**src/rtl/booth_digit_decoder.sv**
```systemverilog
// Sequential radix-8 Booth digit decoder: folds one-hot digit selects MSB-first into a signed operand.
// Optional encoding/range checking is enabled by defining BOOTH_DEC_CHECK_EN.
module booth_digit_decoder #(
  parameter int DATA_WIDTH = 16,
  localparam int NUM_PARTIALS = (DATA_WIDTH + 2) / 3
) (
  input  logic                    clk,
  input  logic                    rst,
  input  logic                    in_valid,
  output logic                    in_ready,
  input  logic [NUM_PARTIALS-1:0] s,
  input  logic [NUM_PARTIALS-1:0] d,
  input  logic [NUM_PARTIALS-1:0] t,
  input  logic [NUM_PARTIALS-1:0] q,
  input  logic [NUM_PARTIALS-1:0] n,
  output logic                    out_valid,
  input  logic                    out_ready,
  output logic [DATA_WIDTH-1:0]   X,
  output logic                    err
);

  localparam int ACC_W = 3 * NUM_PARTIALS + 1;
  localparam int IDX_W = (NUM_PARTIALS > 1) ? $clog2(NUM_PARTIALS) : 1;

  typedef enum logic [1:0] {IDLE, RUN, DONE} state_t;

  state_t                  state, state_next;
  logic [NUM_PARTIALS-1:0] s_r, d_r, t_r, q_r, n_r;
  logic [ACC_W-1:0]        acc, acc_step;
  logic [IDX_W-1:0]        idx;
  logic [3:0]              mag;
  logic [4:0]              digit;
  logic                    last_digit;

  assign last_digit = (idx == '0);

  // Horner step: acc*8 plus the sign-extended current digit
  always_comb begin
    mag      = 4'(s_r[idx]) + 4'({d_r[idx], 1'b0}) + (t_r[idx] ? 4'd3 : 4'd0)
             + 4'({q_r[idx], 2'b00});
    digit    = n_r[idx] ? 5'(-{1'b0, mag}) : {1'b0, mag};
    acc_step = (acc << 3) + {{(ACC_W-5){digit[4]}}, digit};
  end

  always_ff @(posedge clk or negedge rst) begin
    if (!rst) state <= IDLE;
    else      state <= state_next;
  end

  always_comb begin
    state_next = state;
    case (state)
      IDLE:    if (in_valid)   state_next = RUN;
      RUN:     if (last_digit) state_next = DONE;
      DONE:    if (out_ready)  state_next = IDLE;
      default:                 state_next = IDLE;
    endcase
  end

  always_ff @(posedge clk or negedge rst) begin
    if (!rst) begin
      s_r <= '0;
      d_r <= '0;
      t_r <= '0;
      q_r <= '0;
      n_r <= '0;
      acc <= '0;
      idx <= '0;
    end else begin
      case (state)
        IDLE: if (in_valid) begin
          s_r <= s;
          d_r <= d;
          t_r <= t;
          q_r <= q;
          n_r <= n;
          acc <= '0;
          idx <= IDX_W'(NUM_PARTIALS - 1);
        end
        RUN: begin
          acc <= acc_step;
          if (!last_digit) idx <= idx - 1'b1;
        end
        default: ;
      endcase
    end
  end

`ifdef BOOTH_DEC_CHECK_EN
  logic                      multi_hot, out_of_range, err_r;
  logic [ACC_W-DATA_WIDTH:0] upper;

  // In range iff every bit above the N-bit sign bit replicates it
  always_comb begin
    multi_hot = 1'b0;
    for (int unsigned i = 0; i < NUM_PARTIALS; i++) begin
      if ((3'(s_r[i]) + 3'(d_r[i]) + 3'(t_r[i]) + 3'(q_r[i])) > 3'd1) multi_hot = 1'b1;
    end
    upper        = acc_step[ACC_W-1:DATA_WIDTH-1];
    out_of_range = !((&upper) || !(|upper));
  end

  always_ff @(posedge clk or negedge rst) begin
    if (!rst)                              err_r <= 1'b0;
    else if (state == RUN && last_digit)   err_r <= multi_hot | out_of_range;
    else if (state == DONE && out_ready)   err_r <= 1'b0;
  end

  assign err = err_r;
`else
  assign err = 1'b0;
`endif

  always_comb begin
    in_ready  = (state == IDLE);
    out_valid = (state == DONE);
    X         = acc[DATA_WIDTH-1:0];
  end

endmodule

```
**config.mk**
```make
export PLATFORM = sky130hd
export DESIGN_NAME = booth_digit_decoder
export DESIGN_NICKNAME = d
export VERILOG_FILES = /design/src/rtl/booth_digit_decoder.sv
export SDC_FILE = /design/constraint.sdc
export NUM_CORES = 1
export LEC_CHECK = 0
export CAP_MARGIN = 20
export CORE_UTILIZATION = 45
export CTS_BUF_LIST = sky130_fd_sc_hd__clkbuf_4 sky130_fd_sc_hd__clkbuf_8 sky130_fd_sc_hd__clkbuf_16
export DETAILED_ROUTE_END_ITERATION = 12
export HOLD_SLACK_MARGIN = 0.1
export PLACE_DENSITY = 0.67
export SKIP_CTS_REPAIR_TIMING = 1
export SLEW_MARGIN = 20
export SYNTH_ARGS = -nofsm -noshare
export SYNTH_HDL_FRONTEND = slang
export SYNTH_SLANG_ARGS = --single-unit
export TNS_END_PERCENT = 1
```
**constraint.sdc**
```tcl
create_clock -name clk -period 5.73 [get_ports clk]
set_input_delay 1.146 -clock clk [delete_from_list [all_inputs] [get_ports clk]]
set_output_delay 1.146 -clock clk [all_outputs]
set_load 0.005 [all_outputs]
```
==> impl_metrics.csv, run 1 <==
group,metric,value,unit
drt,viasPerCell,5.37,
global_route,gr-total-overflow,0,
sta,relSlewSlack,46.7,%
sta,worst_slew_pin_slew,0.799,ns
global_route,grt_antenna_before_repair,0,
drt,firstDrtPassIters,4,
clocking,cts_root_buf,"clkbuf_8",
power_and_ir_drop,power_leakage,1.50,nW
cells_and_area,area_delta_synth_final,21.5,%
global_route,grt.total_usage,18.2,%
power_and_ir_drop,vdd_drop_max,0.000306,V
critical_path,crit_fanout,7,
floorplan,io_pins,53,
floorplan,initial_core_util,46.4,%
worst_hold_path,worstHoldStart,"t_r[3]",
drt,antenna_left,0,
cells_and_area,fin_util,56.4,%
sta,min_period,4.82,ns
cells_and_area,num_antenna_cells,0,
logic_synthesis,seq_area_frac_synth,43.5,%
global_route,grt_pass1_wl,9360,µm
sta,rsz0062_at_grt,"no",
clocking,cts_tree,"built",
drt,drtIter0Drc,55,
cells_and_area,drive_gt1_share,17.4,%
drt,drt-wirelength-per-cell,14.2,µm
critical_path,required,5.89,ns
critical_path,r2r_start,"idx[0]",
logic_synthesis,yosysWarningCount,0,
clocking,numClockSinks,51,
place,dp_hpwl,4190,µm
logic_synthesis,postSynthNetCount,314,
place,dp_cells,385,
cells_and_area,nets,359,
cells_and_area,final_cells,393,
drt,vias,2112,
logic_synthesis,ys_ff_latch,51,
sta,fmax,207,MHz
global_route,grt_max_degree,52,
logic_synthesis,syn_avg_cell_area,10.9,µm²
clocking,clk_latency,0.31,ns
logic_synthesis,syn_area,2930,µm²
status,outcome,"completed",
drt,drt-total-wl,5580,µm
critical_path,cp.arrival,4.99,ns
critical_path,crit_path_start,"idx[0]",
clocking,cts_buffers,5,
floorplan,core_area,6310,µm²
sta,finalMaxSlewViolations,0,
cells_and_area,fillers,594,
place,gp_routability_congestion,0.869,
logic_synthesis,synthDistinctLibCells,51,
worst_hold_path,hp-class,"flip-flop to flip-flop",
critical_path,critPathCaptureType,"flip-flop",
floorplan,fp.dieArea,6840,µm²
logic_synthesis,postSynthCellCount,270,
clocking,htree_levels,2,
clocking,clk_pin_slew,0.10,ns
sta,skew,0.00705,ns
power_and_ir_drop,total_power,2.41,mW
floorplan,die_height,82.7,µm
power_and_ir_drop,power_density,676,nW/µm²
critical_path,cp-start-kind,"flip-flop",
clocking,cts_buffer_depth,2,
place,portBuffers,51,
sta,setup_viol,0,
drt,drc,0,
critical_path,crit_type,"flip-flop to flip-flop",
sta,hold_slack,0.511,ns
sta,period_share,84.2,%
flow_run,cap_viol_max_count,0,
sta,setup-tns-final,0,ns
global_route,grt_pass1_vias,2064,
floorplan,rows,29,
sta,finalHoldViolations,0,
floorplan,die_w,82.7,µm
==> metal layers <==
layer  part of all wire, %  up-vias  GRT usage (%)
li1                      -     1047              -
met1                    46     1015           22.1
met2                    49       45           32.4
met3                   3.6        5           3.74
met4                  0.95        0           5.17
met5                     0        -              0
==> registers in the layout, summed over array words and instances, names as in the netlist <==
name   cells
d_r        6
q_r        6
state      2
t_r        6
acc       16
idx        3
n_r        6
s_r        6
==> cells in the final DEF (no fill, tap or decap), drive strengths merged, types with 2 or more instances in the layout <==
| cell | instances |
|---|---|
| or3 | 2 |
| inv | 11 |
| and3 | 2 |
| nand2b | 6 |
| o2bb2ai | 2 |
| xnor2 | 6 |
| mux4 | 3 |
| buf | 5 |
| o22ai | 10 |
| nand3 | 3 |
| a21oi | 3 |
| ha | 9 |
| o21ai | 15 |
| nor4 | 2 |
| mux2 | 31 |
| nor2 | 13 |
| xor2 | 6 |
| and4 | 2 |
| clkbuf | 5 |
| mux2i | 18 |
| clkdlybuf4s50 | 50 |
| o21bai | 2 |
| or4 | 2 |
| nor3 | 5 |
| nor2b | 4 |
| dfrtp | 51 |
| nand2 | 28 |
| nand4 | 2 |
| or2 | 2 |
==> synth_stat cells (all sizes together) <==
library cell / number / area (µm²)
or4: 2 / 15.0
nor4b: 1 / 8.76
and3: 2 / 12.5
a21oi: 3 / 15.0
o211ai: 1 / 7.51
and2: 1 / 6.26
o21ba: 1 / 10.0
nor3: 5 / 30.0
o21a: 1 / 7.51
mux4: 3 / 67.6
and4: 2 / 17.5
nand3: 3 / 15.0
a32o: 1 / 10.0
inv: 9 / 33.8
o32ai: 1 / 27.5
nand4: 2 / 12.5
mux2i: 18 / 184
conb: 1 / 3.75
clkbuf: 12 / 45.0
or3: 2 / 12.5
o21bai: 2 / 15.0
nand2b: 6 / 37.5
fa: 1 / 20.0
nor4: 2 / 12.5
o22ai: 10 / 68.8
mux2: 31 / 349
xnor2: 6 / 52.6
a31oi: 1 / 6.26
ha: 9 / 113
a21o: 1 / 7.51
a211o: 1 / 8.76
buf: 5 / 48.8
o221a: 1 / 11.3
nor2: 13 / 51.3
dfrtp: 51 / 1280
a211oi: 1 / 7.51
or2: 2 / 15.0
nand2: 28 / 105
xor2: 6 / 52.6
o21ai: 15 / 78.8
nor2b: 4 / 25.0
o2bb2ai: 2 / 17.5
or4b: 1 / 10.0
==> final timing paths <==
check / to / slack, ns / cells past startpoint
setup / recovery: acc[15] / 0.91 / 20
hold / removal: t_r[3] / 0.51 / 1
setup reg to reg: acc[15] / 0.91 / 20
hold reg to reg: t_r[3] / 0.51 / 1
max in group asynchronous: state[0] / 4.36 / 2
min in group asynchronous: acc[14] / 0.92 / 2
==> per-stage QoR <==
stage,instance area (µm²),setup slack (ns)
after detailed placement,3470,0.882
after global routing,3560,0.545
after floorplan,2930,1.11
final,3560,0.906
after global placement,3470,1.03
after CTS,3560,0.879
==> final cells by class <==
class	instances	area, µm²	area share (%)
flip-flops and latches	51	1280	35.8
clock buffers	5	68.8	1.93
clock inverters	3	22.5	0.632
repair buffers	55	536	15.0
well taps	77	96.3	2.71
inverters	9	33.8	0.949
multi-input cells	193	1530	42.9
==> kinds of logic (layout without fill, tap and decap cells) <==
family | Yosys count | after routing | synth area share (%)
AND/OR/NAND/NOR | 76 | 76 | 13.2
multiplexers | 52 | 52 | 20.5
flip-flops | 51 | 51 | 43.5
AO/OA/AOI/OAI | 42 | 42 | 10.2
buffers and inverters | 26 | 72 | 4.35
XOR/XNOR | 12 | 12 | 3.59
adder cells (fa/ha/maj) | 10 | 10 | 4.52
other | 1 | 1 | 0.128
==> where the power goes <==
group / switching, mW / internal (mW) / total, mW
combinational: 0.716 / 0.769 / 1.49
clock: 0.129 / 0.0887 / 0.218
sequential: 0.162 / 0.543 / 0.705
==> critical path: stages (launching register included) <==
cell and delay (ns):
dfrtp_1 0.53, buf_4 0.23, mux4_2 0.49, inv_1 0.06, o22ai_1 0.08, ha_1 0.22, fa_1 0.47, inv_1 0.08
ha_1 0.17, nor2b_1 0.13, o21ai_0 0.10, mux2i_2 0.32, nor2_2 0.09, xor2_1 0.15, ha_1 0.25, nor3_1 0.14
nand2_1 0.11, or4b_2 0.61, o2bb2ai_1 0.18, mux2i_1 0.16, o211ai_1 0.09
Power figures use the tool's default switching activity.
==> run 2: changes to the inputs <==
- PLACE_DENSITY: 0.67 -> 0.7
- clock period: 5.73 -> 4 ns (I/O delays scaled with it)
==> run 2 against run 1 <==
  * Flip-flop and latch count unchanged
  * Fmax increased by 16%
  * Setup slack got worse by 1.1 ns
  * First-iteration DRC count increased by 35%
  * Non-clock buffer count increased by 17
  * Sequential share of layout area decreased by 1.9 points
  * Cell area increased by 5.7%
  * Worst hold slack got worse by 0.0014 ns
  * Power increased by 62%
  * Clock skew decreased by 0.0011 ns
  * Final cell count increased by 4.3%
  * Via count increased by 5.3%
  * Highest routed layer unchanged
  * The flow now finishes with violations (setup timing)
  * Critical endpoint unchanged
==> impl_metrics.csv, run 2 (synthesized netlist as in run 1, its figures left out) <==
group,metric,value,unit
status,outcome,"complete, but fails checks",
status,violations,"setup timing",
critical_path,crit_path_max_incr_delay,0.57,ns
global_route,grt.total_usage,18.7,%
clocking,numClockSinks,51,
worst_hold_path,hp-class,"flip-flop to flip-flop",
sta,rsz0062_at_grt,"yes",
drt,vias,2223,
drt,drt-wirelength-per-cell,14.3,µm
sta,finalHoldViolations,0,
cells_and_area,layout_common_cells,"dfrtp_1, clkdlybuf4s50_1, mux2_2, nand2_1, buf_4",
cells_and_area,fillers,565,
cells_and_area,drive_gt1_share,25.5,%
power_and_ir_drop,total_power,3.89,mW
critical_path,crit_type,"flip-flop to flip-flop",
floorplan,die_height,82.7,µm
floorplan,rows,29,
clocking,cts_buffers,5,
flow_run,cap_viol_max_count,0,
critical_path,crit_fanout,5,
sta,period_share,104,%
drt,viasPerCell,5.42,
sta,worst_slew_pin_slew,0.824,ns
clocking,clk_pin_slew,0.09,ns
cells_and_area,design_area,3760,µm²
cells_and_area,area_delta_synth_final,28.3,%
critical_path,cp-start-kind,"flip-flop",
sta,fmax,241,MHz
power_and_ir_drop,power_leakage,1.58,nW
worst_hold_path,worstHoldStart,"t_r[2]",
place,gp_routability_congestion,0.831,
power_and_ir_drop,power_density,1030,nW/µm²
floorplan,die_w,82.7,µm
sta,min_period,4.15,ns
sta,setup_ws,-0.149,ns
cells_and_area,largest_reg_flops,16,
cells_and_area,num_antenna_cells,0,
critical_path,worst_path_max_delay_cell,"or4b_4",
clocking,htree_levels,2,
critical_path,cp.arrival,4.31,ns
global_route,grt_pass1_wl,9700,µm
cells_and_area,regMostFlops,"acc",
critical_path,r2r_start,"idx[0]",
drt,drt-total-wl,5860,µm
clocking,cts_tree,"built",
floorplan,io_pins,53,
critical_path,crit_chain,"mux4_2 > inv_2 > o22ai_2 > ha_2 > fa_1 > inv_2 > ha_4 > nor2b_4 > o21ai_2 > mux2i_2 > nor2_2 > xor2_1 > ha_2 > nor3_2 > nand2_1 > or4b_4 > o2bb2ai_4 > mux2i_1 > o211ai_1",
global_route,grt_antenna_before_repair,0,
power_and_ir_drop,vdd_drop_max,0.000504,V
clocking,clk_latency,0.30,ns
global_route,grt_pass1_vias,2121,
sta,setup_viol,4,
critical_path,critPathCaptureType,"flip-flop",
place,portBuffers,51,
clocking,cts_buffer_depth,2,
drt,drtIter0Drc,74,
floorplan,initial_core_util,46.4,%
drt,antenna_left,0,
place,dp_worst_setup_slack,-0.244,ns
clocking,cts_root_buf,"clkbuf_8",
global_route,gr-total-overflow,0,
place,dp_hpwl,4360,µm
global_route,grt_max_degree,40,
critical_path,crit_path_start,"idx[0]",
place,dpl_cell_area,3620,µm²
cells_and_area,nets,376,
drt,drc,0,
critical_path,required,4.16,ns
sta,relSlewSlack,45.1,%
sta,finalMaxSlewViolations,0,
sta,skew,0.00593,ns
floorplan,fp.dieArea,6840,µm²
floorplan,core_area,6310,µm²
drt,firstDrtPassIters,4,
## run 2: changes by cell type in the layout (fill, tap and decap cells not counted), sizes merged
cell,change
clkinvlp,+1
clkbuf,+1
inv,-2
buf,+17
## run 2: metal layers
layer	wire, µm	global-route usage [%]	up-vias
met5	0	0	-
met2	3040	33.4	52
met3	235	2.86	8
met1	2490	23.0	1081
li1	-	-	1082
met4	95	6.21	0
## run 2: layout make-up
type | instances | area (µm²) | area share (%)
Multi-Input combinational cell | 193 | 1600 | 42.5
Sequential cell | 51 | 1280 | 34.0
Timing Repair Buffer | 72 | 667 | 17.7
Tap cell | 77 | 96.3 | 2.56
Clock buffer | 6 | 76.3 | 2.03
Inverter | 9 | 33.8 | 0.898
Clock inverter | 2 | 12.5 | 0.333
## run 2: power by group
group | switching (mW) | internal, mW | leakage (nW) | total, mW
Combinational | 1.19 | 1.40 | 0.922 | 2.59
Sequential | 0.223 | 0.779 | 0.617 | 1.00
Clock | 0.169 | 0.129 | 0.0446 | 0.299
## run 2: final timing paths
check / to / slack [ns] / cells past startpoint
worst max-delay path: acc[15] / -0.15 / 19
worst min-delay path: t_r[2] / 0.51 / 1
worst max register to register: acc[15] / -0.15 / 19
worst min register to register: t_r[2] / 0.51 / 1
max in group asynchronous: idx[0] / 2.68 / 2
min in group asynchronous: acc[13] / 0.58 / 1
## run 2: stage by stage
step                      setup TNS (ns)  hold slack (ns)  utilization (%)  instances
after floorplan                   -0.833            0.475                -        270
after global placement            -0.364            0.483             57.4        401
after detailed placement          -0.941            0.494             57.4        401
after CTS                          -1.01            0.514             58.8        409
after global routing               -1.67            0.522             59.6        410
final                             -0.418            0.510             59.6        410
## run 2: critical path: cells and delay by family, from the launching register on
| family | cells | cell delay, ns |
|---|---|---|
| muxes | 3 | 0.87 |
| adders and majority gates | 4 | 1.04 |
| AOI/OAI and AO/OA | 4 | 0.39 |
| DFF | 1 | 0.44 |
| and+or+nand+nor | 5 | 0.97 |
| xor gates and xnor gates | 1 | 0.15 |
| buffers and inverters | 2 | 0.15 |
==> run 3: changes to the inputs <==
- CORE_UTILIZATION: 45 -> 48
- PLACE_DENSITY: 0.7 -> 0.74
==> run 3 against run 2 <==
  * The flow still finishes with violations (setup timing)
  * Clock power is essentially flat
  * Clock-buffer cell count is the same
  * Setup slack gained 0.015 ns
  * Worst hold slack lost 0.088 ns
==> impl_metrics.csv, run 3 (synthesized netlist as in run 1, its figures left out) <==
group,metric,value,unit
sta,setup_ws,-0.135,ns
cells_and_area,layout_common_cells,"dfrtp_1, clkdlybuf4s50_1, mux2_2, nand2_1",
critical_path,cp.arrival,4.33,ns
clocking,cts_root_buf,"clkbuf_8",
sta,period_share,103,%
critical_path,r2r_start,"idx[0]",
critical_path,crit_path_start,"idx[0]",
drt,drc,0,
drt,viasPerCell,5.34,
critical_path,r2r-end,"acc[14]",
cells_and_area,regMostFlops,"acc",
sta,finalHoldViolations,0,
sta,skew,0.00866,ns
power_and_ir_drop,vdd_drop_max,0.000446,V
sta,setup_viol,4,
power_and_ir_drop,power_leakage,1.56,nW
power_and_ir_drop,p_int,2.21,mW
drt,antenna_left,0,
drt,firstDrtPassIters,4,
clocking,cts_buffers,5,
status,violations,"setup timing",
global_route,grt_pass1_vias,2166,
sta,rsz0062_at_grt,"yes",
place,dp_hpwl,4360,µm
cells_and_area,drive_gt1_share,25.0,%
power_and_ir_drop,p_clk_share,8.0,%
critical_path,crit_path_max_incr_delay,0.58,ns
global_route,gr-total-overflow,0,
global_route,grt_max_degree,38,
sta,fmax,242,MHz
global_route,grt_antenna_before_repair,0,
place,gp_routability_congestion,0.806,
sta,relSlewSlack,45.3,%
critical_path,reg2reg_depth,16,
power_and_ir_drop,total_power,3.79,mW
critical_path,worst_path_max_delay_cell,"fa_1",
floorplan,fp.dieArea,6420,µm²
critical_path,required,4.20,ns
floorplan,rows,28,
cells_and_area,final_cells,403,
drt,drt-total-wl,5900,µm
global_route,grt.total_usage,20.9,%
clocking,clk_pin_slew,0.10,ns
cells_and_area,num_antenna_cells,0,
floorplan,initial_core_util,49.5,%
critical_path,critPathCaptureType,"flip-flop",
global_route,grt_pass1_wl,10400,µm
critical_path,crit_fanout,5,
power_and_ir_drop,p_comb_share,65.4,%
drt,drtIter0Drc,67,
place,dp_cells,393,
critical_path,cp-start-kind,"flip-flop",
clocking,numClockSinks,51,
cells_and_area,nets,371,
clocking,htree_levels,2,
critical_path,crit_chain,"buf_4 > mux4_2 > inv_1 > o22ai_1 > fa_1 > buf_4 > nor2_2 > nor4_2 > a211oi_2 > ha_1 > nor3_2 > nand2_1 > or4_1 > o221a_1 > or3_1 > a32o_1",
clocking,cts_buffer_depth,2,
drt,vias,2151,
power_and_ir_drop,p_switching,1.58,mW
critical_path,crit_type,"flip-flop to flip-flop",
clocking,cts_tree,"built",
clocking,clk_latency,0.30,ns
power_and_ir_drop,p_seq_share,26.7,%
critical_path,cp-endpoint,"acc[14]",
floorplan,io_pins,53,
sta,min_period,4.13,ns
critical_path,cp_common_cell,"buf_4",
place,portBuffers,51,
worst_hold_path,hp-class,"input port to async pin",
floorplan,die_height,80.2,µm
drt,drt-wirelength-per-cell,14.7,µm
status,outcome,"complete, but fails checks",
sta,finalMaxSlewViolations,0,
flow_run,cap_viol_max_count,0,
cells_and_area,seq_area,1280,µm²
sta,worst_slew_pin_slew,0.821,ns
cells_and_area,largest_reg_flops,16,
power_and_ir_drop,power_density,1020,nW/µm²
floorplan,core_area,5920,µm²
cells_and_area,fillers,500,
cells_and_area,multi_input_area,1600,µm²
critical_path,r2r_slack,-0.13,ns
power_and_ir_drop,switching_share,41.7,%
floorplan,die_w,80.2,µm
cells_and_area,area_delta_synth_final,27.0,%
[run 3: power groups by stage]
stage | Combinational, mW | Clock (mW) | Sequential (mW)
CTS | 2.36 | 0.310 | 1.01
finish | 2.48 | 0.301 | 1.01
detailed placement | 2.35 | 0 | 1.02
floorplan | 1.83 | 0 | 0.911
global placement | 2.29 | 0 | 1.01
global route | 2.76 | 0.330 | 1.05
[run 3: how the worst min path moves through the flow]
stage | endpoint | depth (start not counted) | from | slack, ns
2_1_floorplan | s_r[2] | 1 | s_r[2] | 0.48
3_3_place_gp | acc[14] | 1 | acc[14] | 0.49
3_5_place_dp | acc[14] | 1 | acc[14] | 0.49
4_1_cts | acc[10] | 1 | rst | 0.43
5_1_grt | acc[11] | 1 | rst | 0.45
6_report | acc[14] | 1 | rst | 0.42
[run 3: through the flow]
step | area, µm² | hold WS, ns | util [%] | setup WS, ns | setup TNS [ns]
2_1_floorplan | 2970 | 0.475 | - | -0.348 | -0.833
3_3_place_gp | 3580 | 0.485 | 60.4 | -0.0716 | -0.191
3_5_place_dp | 3580 | 0.490 | 60.4 | -0.205 | -0.716
4_1_cts | 3660 | 0.434 | 61.9 | -0.229 | -0.842
5_1_grt | 3720 | 0.453 | 62.9 | -0.352 | -1.56
6_report | 3720 | 0.422 | 62.9 | -0.135 | -0.349
[run 3: layout make-up]
| class | instances | area share (%) |
|---|---|---|
| flip-flops and latches | 51 | 34.3 |
| well taps | 75 | 2.52 |
| multi-input cells | 193 | 43.1 |
| clock inverters | 2 | 0.336 |
| repair buffers | 67 | 16.8 |
| clock buffers | 6 | 2.05 |
| inverters | 9 | 0.907 |
[run 3: worst max-delay path, delay by kind of cell, from the launching register on]
family                     cells  cell delay [ns]
adders and majority gates      2             0.81
AOI/OAI and AO/OA              4             0.73
buffers and inverters          3             0.32
and+or+nand+nor                6             1.24
DFF                            1             0.43
muxes                          1             0.48
[run 3: metal layers]
layer	wire [µm]	global-route usage [%]
met2	3070	36.5
met3	174	4.09
met4	51	5.54
met5	0	0
met1	2610	26.4
